## src/rtl/stream_fifo.sv

```systemverilog
`default_nettype none
// ============================================================================
// stream_fifo : first-word-fall-through FIFO with valid/ready on both sides.
// Revision    : 1.0
// ============================================================================
module stream_fifo #(
    parameter int WIDTH = 8,
    parameter int DEPTH = 4
) (
    input  logic                     clk_i,
    input  logic                     rstn_i,
    input  logic                     flush_i,
    input  logic                     in_valid_i,
    output logic                     in_ready_o,
    input  logic [WIDTH-1:0]         in_data_i,
    output logic                     out_valid_o,
    input  logic                     out_ready_i,
    output logic [WIDTH-1:0]         out_data_o,
    output logic [$clog2(DEPTH):0]   level_o
);

    localparam int AW = (DEPTH > 1) ? $clog2(DEPTH) : 1;

    if (WIDTH < 1) begin : g_bad_width
        $error("stream_fifo: WIDTH must be at least 1");
    end
    if ((DEPTH < 2) || ((DEPTH & (DEPTH - 1)) != 0)) begin : g_bad_depth
        $error("stream_fifo: DEPTH must be a power of two and >= 2");
    end

    logic [WIDTH-1:0] mem [DEPTH];
    logic [AW:0]      wr_ptr;
    logic [AW:0]      rd_ptr;
    logic [AW:0]      wr_ptr_nxt;
    logic [AW:0]      rd_ptr_nxt;
    logic [AW:0]      level_nxt;
    logic             push;
    logic             pop;
    logic             head_load;
    logic [WIDTH-1:0] head_nxt;

    always_comb begin
        push       = in_valid_i & in_ready_o;
        pop        = out_valid_o & out_ready_i;
        wr_ptr_nxt = wr_ptr + {{AW{1'b0}}, push};
        rd_ptr_nxt = rd_ptr + {{AW{1'b0}}, pop};
        level_nxt  = wr_ptr_nxt - rd_ptr_nxt;
        // The head register reloads only when the current head leaves or none
        // is shown yet; a word being written this cycle is forwarded from the input.
        head_load  = (level_nxt != '0) && (pop || !out_valid_o);
        head_nxt   = (rd_ptr_nxt == wr_ptr) ? in_data_i : mem[rd_ptr_nxt[AW-1:0]];
    end

    always_ff @(posedge clk_i) begin
        if (push && !flush_i) begin
            mem[wr_ptr[AW-1:0]] <= in_data_i;
        end
    end

    always_ff @(posedge clk_i or negedge rstn_i) begin
        if (!rstn_i) begin
            wr_ptr      <= '0;
            rd_ptr      <= '0;
            level_o     <= '0;
            out_valid_o <= 1'b0;
            in_ready_o  <= 1'b0;
            out_data_o  <= '0;
        end else if (flush_i) begin
            wr_ptr      <= '0;
            rd_ptr      <= '0;
            level_o     <= '0;
            out_valid_o <= 1'b0;
            in_ready_o  <= 1'b1;
        end else begin
            wr_ptr      <= wr_ptr_nxt;
            rd_ptr      <= rd_ptr_nxt;
            level_o     <= level_nxt;
            out_valid_o <= (level_nxt != '0);
            // level never exceeds DEPTH = 2**AW, so the top bit alone marks full
            in_ready_o  <= !level_nxt[AW];
            if (head_load) begin
                out_data_o <= head_nxt;
            end
        end
    end

endmodule
`default_nettype wire

```

## config.mk

```make
export PLATFORM = sky130hd
export DESIGN_NAME = stream_fifo
export DESIGN_NICKNAME = d
export VERILOG_FILES = /design/src/rtl/stream_fifo.sv
export SDC_FILE = /design/constraint.sdc
export NUM_CORES = 1
export LEC_CHECK = 0
export CAP_MARGIN = 20
export CORE_ASPECT_RATIO = 1.1
export CORE_MARGIN = 2
export CORE_UTILIZATION = 49
export DETAILED_ROUTE_END_ITERATION = 10
export GPL_ROUTABILITY_DRIVEN = 1
export MAX_ROUTING_LAYER = met4
export PLACE_DENSITY_LB_ADDON = 0.3
export SLEW_MARGIN = 0
export SYNTH_ARGS = -nofsm -noshare
export SYNTH_HDL_FRONTEND = slang
export SYNTH_SLANG_ARGS = --single-unit
```

## constraint.sdc

```tcl
create_clock -name clk_i -period 2.7 [get_ports clk_i]
set_input_delay 0.27 -clock clk_i [delete_from_list [all_inputs] [get_ports clk_i]]
set_output_delay 0.27 -clock clk_i [all_outputs]
set_load 0.05 [all_outputs]
```

After elaboration in Yosys (flattened, before gate mapping):

Memories as Yosys holds them, arrays and structs flattened.
Index checks and enable logic that the tools add are counted.

* add/sub/neg operators: 3
* $mul: 0
* divide/modulo/power cells: 0
* magnitude comparators: 0
* eq/ne operators: 1
* shift-type cells: 0
* muxes and demuxes: 8
* bitwise operators: 3
* reductions and logical operators: 8

Operator list (count)
* $mux W3: 3
* $mux W8: 1
* $add A3 B1 Y3: 2
* $mux W1: 4
* $eq A3 B3 Y1: 1
* $logic_not A1 Y1: 3
* $reduce_bool A3 Y1: 1
* $sub A3 B3 Y3: 1
* $and A1 B1 Y1: 2
* $logic_and A1 B1 Y1: 2
* $reduce_and A2 Y1: 1
* $logic_or A1 B1 Y1: 1
* $not A1 Y1: 1

* register bits after elaboration: 19
* latch bits: 0
* memory bits (writable): 32
* memory bits (read-only): 0
* bits of input ports: 13
* output and inout bits: 13
* word-level logic and storage cells: 30
* memories: 1

Memory list
* mem: depth 4, width 8, read ports 1, clocked after Yosys merged registers in 0, wr ports 1, line 31 `logic [WIDTH-1:0] mem [DEPTH];`

Depth between registers and ports, before layout:

Gate-level depths: netlist of the first run.

* depth after elaboration: 6
* depth in mapped cells: 10

Worst setup path before layout of the first run:

No wires, ideal clock.

* path type: reg2reg
* start point: reg out_valid_o
* end point: reg out_data_o[0]
* setup time: 0.125 ns
* arrival time: 2.900 ns
* data required time: 2.575 ns
* setup slack: -0.325 ns
* stages on the path, launching flop included: 10
* period minus slack after synthesis: 3.025 ns
* path through: dfrtp_1 > and2_1 > ha_1 > ha_1 > buf_2 > inv_1 > fa_1 > xnor3_1 > o21ai_4 > mux2_2

* word-level cells in the longest chain between the ends: 6
* elaborated cells between the ends (all ways): 11

RTL lines
* start, declared: line 16 `output logic out_valid_o,`
* start signal, assigned: line 78 `out_valid_o <= (level_nxt != '0);`
* $and A1 B1 Y1: line 44 `pop = out_valid_o & out_ready_i;`
* $add A3 B1 Y3: line 46 `rd_ptr_nxt = rd_ptr + {{AW{1'b0}}, pop};`
* $sub A3 B3 Y3: line 47 `level_nxt = wr_ptr_nxt - rd_ptr_nxt;`
* $reduce_bool A3 Y1: line 50 `head_load = (level_nxt != '0) && (pop || !out_valid_o);`
* $logic_and A1 B1 Y1: line 50
* $reduce_and A2 Y1 (no source line)
* end signal, assigned: line 82 `out_data_o <= head_nxt;`
* end, declared: line 18 `output logic [WIDTH-1:0] out_data_o,`

Several ways; a longest one is shown, not always the timed one.
A chain may end at the register's enable or synchronous reset.

Worst setup path after layout of the first run:

* start point: reg out_valid_o
* end point: reg out_data_o[4]

Same word-level chain as after synthesis.

==> results of run 1 <==
worst paths after layout:
check,start,to,slack (ns),depth (start not counted)
max,out_valid_o,out_data_o[4],0.15,9
min,rstn_i,out_data_o[6],0.46,1
max reg2reg,out_valid_o,out_data_o[4],0.15,9
min reg2reg,out_data_o[7],out_data_o[7],0.52,1
max in group asynchronous,rstn_i,out_valid_o,1.67,1
min in group clk_i,out_data_o[7],out_data_o[7],0.52,1
metal layers:
metal | wire length, um | vias to the layer above | GRT usage | share of wire
li1 | - | 521 | - | -
met5 | 0 | - | - | 0
met4 | 38 | 0 | 0.0476 | 0.0099
met2 | 1990 | 24 | 0.302 | 0.52
met3 | 134 | 5 | 0.0278 | 0.035
met1 | 1660 | 572 | 0.225 | 0.43
through the flow:
step | power [uW] | std cells | util
2_1_floorplan | 1990 | 118 | -
5_1_grt | 3110 | 215 | 0.631
6_report | 2960 | 215 | 0.631
3_5_place_dp | 2430 | 206 | 0.599
3_3_place_gp | 2400 | 206 | 0.599
4_1_cts | 2940 | 214 | 0.625
flip-flops by register name (all words and copies together) (netlist names):
register	cells
in_ready_o	1
level_o	3
rd_ptr	3
out_data_o	8
wr_ptr	3
mem	32
out_valid_o	1
critical path: cells and delay by family, from the launching register on:
family	cells	cell delay, ns
adders and majority gates	3	0.87
DFF	1	0.42
muxes	1	0.33
xor gates and xnor gates	1	0.27
buffers and inverters	2	0.21
AOI/OAI and AO/OA	1	0.18
and+or+nand+nor	1	0.16
power breakdown:
part	leakage (uW)	internal, uW	total [uW]	switching (uW)
Combinational	0.000450	679	1410	735
Sequential	0.000526	971	1040	70.5
Clock	0.0000524	277	509	232
synthesized netlist by cell type, types with 2 or more instances:
cell      number  area [um2]
edfxtp_1      32         961
dfrtp_1       19         475
mux2_2        16         180
mux4_2         8         180
nor2_1         7        26.3
inv_1          6        22.5
ha_1           5        62.6
nor2b_1        4        25.0
xnor2_1        3        26.3
buf_2          2        10.0
nand2_1        2        7.51
xnor3_1        2        45.0
cells by family after synthesis:
logic type	count (synthesis)	synth area share
AOI/OAI and AO/OA	2	0.00999
xor gates and xnor gates	6	0.0412
adders and majority gates	6	0.0388
buffers and inverters	9	0.0170
DFF	51	0.675
muxes	24	0.169
and+or+nand+nor	20	0.0488
final cells by class:
cell class	count	area, um2	share of cell area
clock buffers	7	76.3	0.0287
repair buffers	38	360	0.135
well taps	54	67.6	0.0254
multi-input cells	58	668	0.251
clock inverters	1	30.0	0.0113
flip-flops and latches	51	1440	0.540
inverters	6	22.5	0.00846
layout by cell type (no fill, tap or decap), drive strengths merged:
cell and n:
fa 1, or3 1, nand2b 1, buf 13, and2 1, mux2 16
xnor2 4, nor2b 4, nand2 2, ha 5, nor4 1, xnor3 2
nand3 1, dfrtp 19, clkbuf 7, inv 6, a21oi 1, and3 1
mux4 8, o21ai 1, nor2 7, bufinv 1, clkdlybuf4s50 25, nor4b 1
edfxtp 32
timing repair:
item,4_1_cts,5_1_grt
endpoints found under the setup margin,0,8
setup buffers,0,1
resized for setup,0,2
==> results.md, run 1 <==
- Status: complete, no violations
- Fin. max-slew vios: 0
- Initial drt markers: 75
- Crit. End Element: flip-flop
- FP Rows: 25
- I/O Pins: 26
- Initial antenna violation count: 0
- Largest net degree at the start of global routing: 20
- Arr. time, crit path: roughly 2.7 ns
- Period minus WS final: approximately 2.6 ns
- Yosys cell types: 24
- # Max-Cap Violations: 0
- Flops & latches, synth: 51
- Critical Path Most Common Cell: ha_1
- Fin crit share: 0.946
- Crit-path max FO: 8
- RSZ-0062 raised after global routing: false
- CTS buffer count: 5
- Core Box Area: 4220 um2
- Final Setup Violations: 0
- Vias in the first global route: 1220
- Peak VDD IR: 0.000999 V
- Share of cells above drive strength 1: 0.298
- Worst setup margin: 0.146 ns
- Register area share after synthesis: 0.675
- Number of synthesized flops with an enable pin: 32
- First-pass GRT wire length: ~6000 um
- TritonCTS Sinks: just over 50
- Final-report hold violation count: 0
- Post-synth ARST share: 0.373
- DR pass1 iterations: 4
- Die area: around 4900 um2
- Pwr per Cell Area: approximately 1100 nW/um2
- Pre-CTS setup slack: -0.141 ns
- Area Growth Syn to Fin: 25.1%
- Die Wd: 66.8 um
- F_max: ~390 MHz
- Residual DRC: 0
- Fill cells: around 330
- Clock Path Buffers: 2
- Placer Congestion: between 0.7 and 0.8
- Worst Path Required: between 2 and 3 ns
- Cell count after synthesis: about 120
- Port buffer count: 25
- Syn Nets: between 100 and 150
- Final hold slack: ~0.46 ns
- Critical path type: reg2reg
- Synthesis Warnings: 0
- Overflow after GRT: 0
- CP max stage delay: 0.42 ns
- Post-Synthesis Cell Area: around 2100 um2
- Vias/cell: ~5.2
- Clk root buf: clkbuf_8
- TritonCTS clock tree: yes
- Total Wirelength: about 3800 um
- HP Class: in2async
- Antenna Diode Count: 0
- Leak: 0.00103 uW
- Clk slew on worst S/H paths: 0.09 ns
- Htree depth: 2
- Placed Area: 2530 um2
- Fin area: approximately 2700 um2
- Top_reg_cell synth: edfxtp_1
- Rel. slew slack: 0.431
- Routed wire per std cell: ~18 um
- Least-Margin Pin Slew: ~0.85 ns
- Worst-Skew Late Latency: around 0.30 ns
- Setup TNS: 0 ns
- Die Y-Extent: between 70 and 80 um
- Syn avg cell area: 18.0 um2
- Final nets: around 180
- CP cell instances: and2_1 > ha_1 > ha_1 > inv_1 > fa_1 > xnor3_2 > o21ai_4 > buf_12 > mux2_2
- Estimated wirelength of the detail-placed design: about 2700 um
- Via Count: roughly 1100
- Hold Buf Count CTS: 0
- Crit path launch type: flip-flop
- Initial Utilization: 0.504
- Routed Antenna Nets: 0
- Final Skew: 0.00801 ns
- GRT Util Overall: 0.178
- Crit path max-delay cell type: dfrtp_2
Note: power is estimated with default switching activity, not from simulation.
==> run 2, diff against run 1 <==
CELL_PAD_IN_SITES_DETAIL_PLACEMENT = 2   (was not set)
CELL_PAD_IN_SITES_GLOBAL_PLACEMENT = 2   (was not set)
CORE_UTILIZATION = 36   (was 49)
==> run 2 against run 1 <==
Effect of this change: clock-buffer cell count shrank 1; combinational power grew 6%; sequential power barely moved; clock power is 4% higher; total power is 3.3% higher; final area increased by 1.1%; critical path depth is the same; critical path type unchanged; critical endpoint is now out_data_o[6]; highest routed layer unchanged.
==> results.md, run 2 (synthesized netlist as in run 1, its figures left out) <==
- Placer Congestion: 0.783 (+3.4%)
- Port buffer count: 25 (unchanged)
- Period minus WS final: 2.61 ns (+0.0575 ns)
- Worst setup margin: 0.0890 ns (-0.0575 ns)
- Fin crit share: 0.967 (+0.0213)
- Status: complete, no violations
- Fin. max-slew vios: 0 (unchanged)
- TritonCTS clock tree: yes
- Htree depth: 2 (unchanged)
- Area Growth Syn to Fin: 26.5%
- Clk slew on worst S/H paths: 0.10 ns (about the same)
- GRT Util Overall: 0.161 (-0.0169)
- Initial antenna violation count: 0 (unchanged)
- Placed Cells: 226 (+9.7%)
- Final Setup Violations: 0 (unchanged)
- CP max stage delay: 0.42 ns (about the same)
- DR pass1 iterations: 2 (-2)
- Overflow after GRT: 0 (unchanged)
- Routed wire per std cell: 19.9 um (+12%)
- Hold Buf Count CTS: 0 (unchanged)
- Vias/cell: 4.91 (-6.0%)
- Placed Area: 2550 um2 (+0.74%)
- Die Y-Extent: 84.6 um (+16%)
- Worst-Skew Late Latency: 0.31 ns (about the same)
- Residual DRC: 0 (unchanged)
- Estimated wirelength of the detail-placed design: 3330 um (+22%)
- Pre-CTS setup slack: -0.273 ns (-0.132 ns)
- # Max-Cap Violations: 0 (unchanged)
- FP Rows: 29 (+16%)
- TritonCTS Sinks: 51 (unchanged)
- Crit-path max FO: 8 (unchanged)
- Final nets: 177 (-1.1%)
- Most frequent cells in the layout: edfxtp_1, clkdlybuf4s50_1, dfrtp_1, mux2_2, buf_4
- Via Count: 1158 (+3.2%)
- Critical path type: reg2reg
- Initial Utilization: 0.371 (-0.133)
- Arr. time, crit path: 2.81 ns (+0.08 ns)
- Final-report hold violation count: 0 (unchanged)
- Crit. End Element: flip-flop
- Antenna Diode Count: 0 (unchanged)
- Fin area: 2690 um2 (+1.1%)
- Die area: 6540 um2 (+34%)
- I/O Pins: 26 (unchanged)
- Met2 WL: 2570 um (+29%)
- Share of cells above drive strength 1: 0.296 (-0.00254)
- Leading cell type in the layout, fill and taps excluded: edfxtp_1
- Clock Path Buffers: 2 (unchanged)
- Largest net degree at the start of global routing: 20 (unchanged)
- Vias in the first global route: 1336 (+9.5%)
- Met3 wire len: 128 um (-4.5%)
- Core Box Area: 5730 um2 (+36%)
- Least-Margin Pin Slew: 0.888 ns (+0.0372 ns)
- Peak VDD IR: 0.000596 V (-40%)
- Pwr per Cell Area: 1140 nW/um2 (+2.2%)
- CP cell instances: and2_1 > ha_1 > ha_1 > inv_1 > fa_1 > xnor3_2 > o21ai_4 > buf_12 > mux2_2
- Top Layer Used: met4
- Clk root buf: clkbuf_8
- Crit path launch type: flip-flop
- Worst Path Required: 2.90 ns (+0.02 ns)
- Critical Path Most Common Cell: ha_1
- Flop2flop setup slack: 0.09 ns (-0.06 ns)
- Fill cells: 579 (+77%)
- WL met1: 1930 um (+16%)
- Die Wd: 77.3 um (+16%)
- HP Class: in2async
- Number of flip-flops under the largest register name: 32 (unchanged)
- Total Wirelength: 4690 um (+23%)
- Non-filler cells, final: 236 (+9.8%)
- Initial drt markers: 32 (-57%)
- Final Skew: 0.0120 ns (+0.00395 ns)
- Total power draw: 3060 uW (+3.3%)
- Util after Layout: 0.470 (-0.161)
- Rel. slew slack: 0.406 (-0.0249)
- Leak: 0.00102 uW (-0.72%)
- RSZ-0062 raised after global routing: true
- CTS buffer count: 5 (unchanged)
- First-pass GRT wire length: 7530 um (+25%)
- Routed Antenna Nets: 0 (unchanged)
- Crit path max-delay cell type: dfrtp_2
- F_max: 383 MHz (-2.2%)
## run 2: where the power goes
group	switching, uW	internal, uW
clock	252	277
sequential	74.1	971
combinational	777	712
total	1100	1960
## run 2: per-stage QoR
| step | TNS, ns | hold slack, ns |
|---|---|---|
| 3_3_place_gp | -0.893 | 0.507 |
| 5_1_grt | -0.0110 | 0.502 |
| 4_1_cts | 0 | 0.483 |
| 3_5_place_dp | -2.14 | 0.503 |
| 2_1_floorplan | 0 | -0.0256 |
| 6_report | 0 | 0.459 |
## run 2: final cells by class
class,instances,area (um2),area share
sequential,51,1440,0.534
multi-input combinational,58,668,0.248
timing repair buffer,36,358,0.133
tap,77,96.3,0.0358
clock buffer,6,72.6,0.0270
clock inverter,2,37.5,0.0139
inverter,6,22.5,0.00836
## run 2: what timing repair did
action | 4_1_cts | 5_1_grt
hold endpoints to repair | 0 | 0
setup buffers | 0 | 2
endpoints found under the setup margin | 0 | 8
gates resized for setup | 0 | 2
## run 2: final timing paths
kind                                from       endpoint  cells past startpoint
min in group clk_i         out_data_o[3]  out_data_o[3]                      1
max                          out_valid_o  out_data_o[6]                      9
min reg2reg                out_data_o[3]  out_data_o[3]                      1
max reg2reg                  out_valid_o  out_data_o[6]                      9
min                               rstn_i  out_data_o[6]                      1
max in group asynchronous         rstn_i    out_valid_o                      1
## run 2: layer usage
metal  GRT usage  vias up
met5           -        -
met4      0.0438        0
met3      0.0280        6
met2       0.278       22
met1       0.196      615
li1            -      515
## run 2: worst max-delay path: cells and delay by family (launching register included)
family / cells / cell delay [ns]
fa+ha+maj: 3 / 0.90
flops: 1 / 0.42
mux: 1 / 0.34
xor+xnor: 1 / 0.29
buf+inv: 2 / 0.21
compound gates: 1 / 0.19
simple gates: 1 / 0.16
==> run 3, diff against run 2 <==
CORE_MARGIN = 1.5   (was 2)
CTS_CLUSTER_SIZE = 40   (was not set)
==> run 3 against run 2 <==
Effect of this change: worst hold slack better by 0.029 ns; total power down 1.1%; first-iteration DRC count rose by 75%; clock skew down 0.0093 ns; non-clock buffer count decreased by 1; global-route usage rose by 0.28 points; wire length rose by 0.81%; critical endpoint is now out_data_o[1]; largest cell class unchanged.
==> results.md, run 3 (synthesized netlist as in run 1, its figures left out) <==
- Status: complete, no violations
- Least-Margin Pin Slew: 0.919 ns (+0.0309 ns)
- Reg2reg path depth: 9 (unchanged)
- HP Class: in2async
- Initial Utilization: 0.371 (unchanged)
- Util after Layout: 0.468 (-0.00153)
- Pwr per Cell Area: 1130 nW/um2 (-0.82%)
- Clk slew on worst S/H paths: 0.09 ns (about the same)
- Arr. time, crit path: 2.75 ns (-0.06 ns)
- Area Growth Syn to Fin: 26.1%
- Final hold slack: 0.488 ns (+0.0291 ns)
- F_max: 389 MHz (+1.7%)
- Flop2flop setup slack: 0.13 ns (+0.04 ns)
- Initial drt markers: 56 (+75%)
- CTS buffer count: 5 (unchanged)
- Htree depth: 2 (unchanged)
- # Max-Cap Violations: 0 (unchanged)
- Largest net degree at the start of global routing: 20 (unchanged)
- Clock Path Buffers: 2 (unchanged)
- Number of flip-flops under the largest register name: 32 (unchanged)
- Leading cell type in the layout, fill and taps excluded: edfxtp_1
- FF+latch area: 1440 um2 (unchanged)
- Final-report hold violation count: 0 (unchanged)
- Fin crit share: 0.951 (-0.0160)
- Placer Congestion: 0.774 (-1.1%)
- Worst-Skew Late Latency: 0.29 ns (-0.02 ns)
- Placed Cells: 226 (unchanged)
- Routed wire per std cell: 20.1 um (+1.2%)
- GRT Util Overall: 0.164 (+0.00284)
- Fin area: 2680 um2 (-0.33%)
- Initial antenna violation count: 0 (unchanged)
- Die Y-Extent: 83.6 um (-1.2%)
- Non-filler cells, final: 235 (-0.42%)
- Critical path type: reg2reg
- Peak VDD IR: 0.000586 V (-1.7%)
- First-pass GRT wire length: 7510 um (-0.17%)
- Leak: 0.00102 uW (-0.47%)
- Residual DRC: 0 (unchanged)
- Most frequent cells in the layout: edfxtp_1, clkdlybuf4s50_1, dfrtp_1, mux2_2
- Die area: 6380 um2 (-2.5%)
- Total Wirelength: 4730 um (+0.81%)
- Vias in the first global route: 1385 (+3.7%)
- TritonCTS clock tree: yes
- Routed Antenna Nets: 0 (unchanged)
- RSZ-0062 raised after global routing: false
- TritonCTS Sinks: 51 (unchanged)
- Crit-path max FO: 8 (unchanged)
- FP Rows: 29 (unchanged)
- Fill cells: 557 (-3.8%)
- Reg2reg end: out_data_o[1]
- Worst Path Required: 2.88 ns (-0.02 ns)
- Final nets: 176 (-0.56%)
- Placed Area: 2550 um2 (unchanged)
- Launch point of the worst reg-to-reg path: out_valid_o
- Vias/cell: 4.85 (-1.2%)
- Via Count: 1139 (-1.6%)
- Crit. End Element: flip-flop
- Final Setup Violations: 0 (unchanged)
- Die Wd: 76.3 um (-1.3%)
- Fin. max-slew vios: 0 (unchanged)
- Rel. slew slack: 0.385 (-0.0206)
- Final Skew: 0.00269 ns (-0.00927 ns)
- Antenna Diode Count: 0 (unchanged)
- Port buffer count: 25 (unchanged)
- Core Box Area: 5730 um2 (unchanged)
- Overflow after GRT: 0 (unchanged)
- Share of cells above drive strength 1: 0.291 (-0.00446)
- Period minus WS final: 2.57 ns (-0.0433 ns)
- Crit path launch type: flip-flop
- Hold Buf Count CTS: 0 (unchanged)
- DR pass1 iterations: 4 (+2)
- Clk root buf: clkbuf_8
- I/O Pins: 26 (unchanged)
- Estimated wirelength of the detail-placed design: 3160 um (-5.2%)
- Area of the multi-input gates: 671 um2 (+0.37%)
-- run 3: cell count changes in the layout (fill, tap and decap cells not counted) --
cell	previous run	this run
clkinvlp_4	1	0
buf_4	9	8
fa_1	1	0
clkbuf_1	1	2
fa_2	0	1
-- run 3: per-stage QoR --
step                      setup TNS, ns  power [uW]  setup WS, ns
after detailed placement          -1.69        2500        -0.214
after floorplan                       0        1990        0.0206
after global routing                  0        3180        0.0497
final                                 0        3030         0.132
after CTS                             0        3030        0.0217
after global placement           -0.701        2440       -0.0894
-- run 3: how the worst max path moves through the flow --
stage | startpoint | endpoint | cells after the start
final | out_valid_o | out_data_o[1] | 9
after global routing | out_valid_o | out_data_o[0] | 9
after CTS | out_valid_o | out_data_o[7] | 8
after detailed placement | out_ready_i | out_data_o[4] | 9
after global placement | out_ready_i | out_data_o[7] | 9
after floorplan | out_valid_o | out_data_o[0] | 9
-- run 3: repair_timing --
action                     CTS  global route
setup endpoints to repair    0             8
hold endpoints to repair     0             0
buffers inserted             0             1
resized for setup            0             3
-- run 3: worst max-delay path, stage by stage, from the launching register on --
cell	delay, ns
dfrtp_2	0.42
and2_1	0.17
ha_1	0.19
ha_1	0.30
inv_1	0.07
fa_2	0.37
xnor3_2	0.28
o21ai_4	0.18
buf_12	0.14
mux2_2	0.33
-- run 3: cell type report --
class / instances / area share
Clock buffer: 7 / 0.0284
Clock inverter: 1 / 0.0112
Inverter: 6 / 0.00839
Multi-Input combinational cell: 58 / 0.250
Sequential cell: 51 / 0.536
Tap cell: 77 / 0.0359
Timing Repair Buffer: 35 / 0.131
-- run 3: per-layer routing --
layer	vias to the layer above	GRT usage	wire length, um	share of wire
met5	-	-	0	0
met4	0	0.0320	12	0.0025
met3	2	0.0262	150	0.032
met2	21	0.304	2710	0.57
met1	601	0.188	1860	0.39
li1	515	-	-	-
-- run 3: power breakdown --
part           internal, uW  switching (uW)  leakage (uW)
clock network           278             242     0.0000524
registers               971            72.8      0.000526
logic                   704             760      0.000438
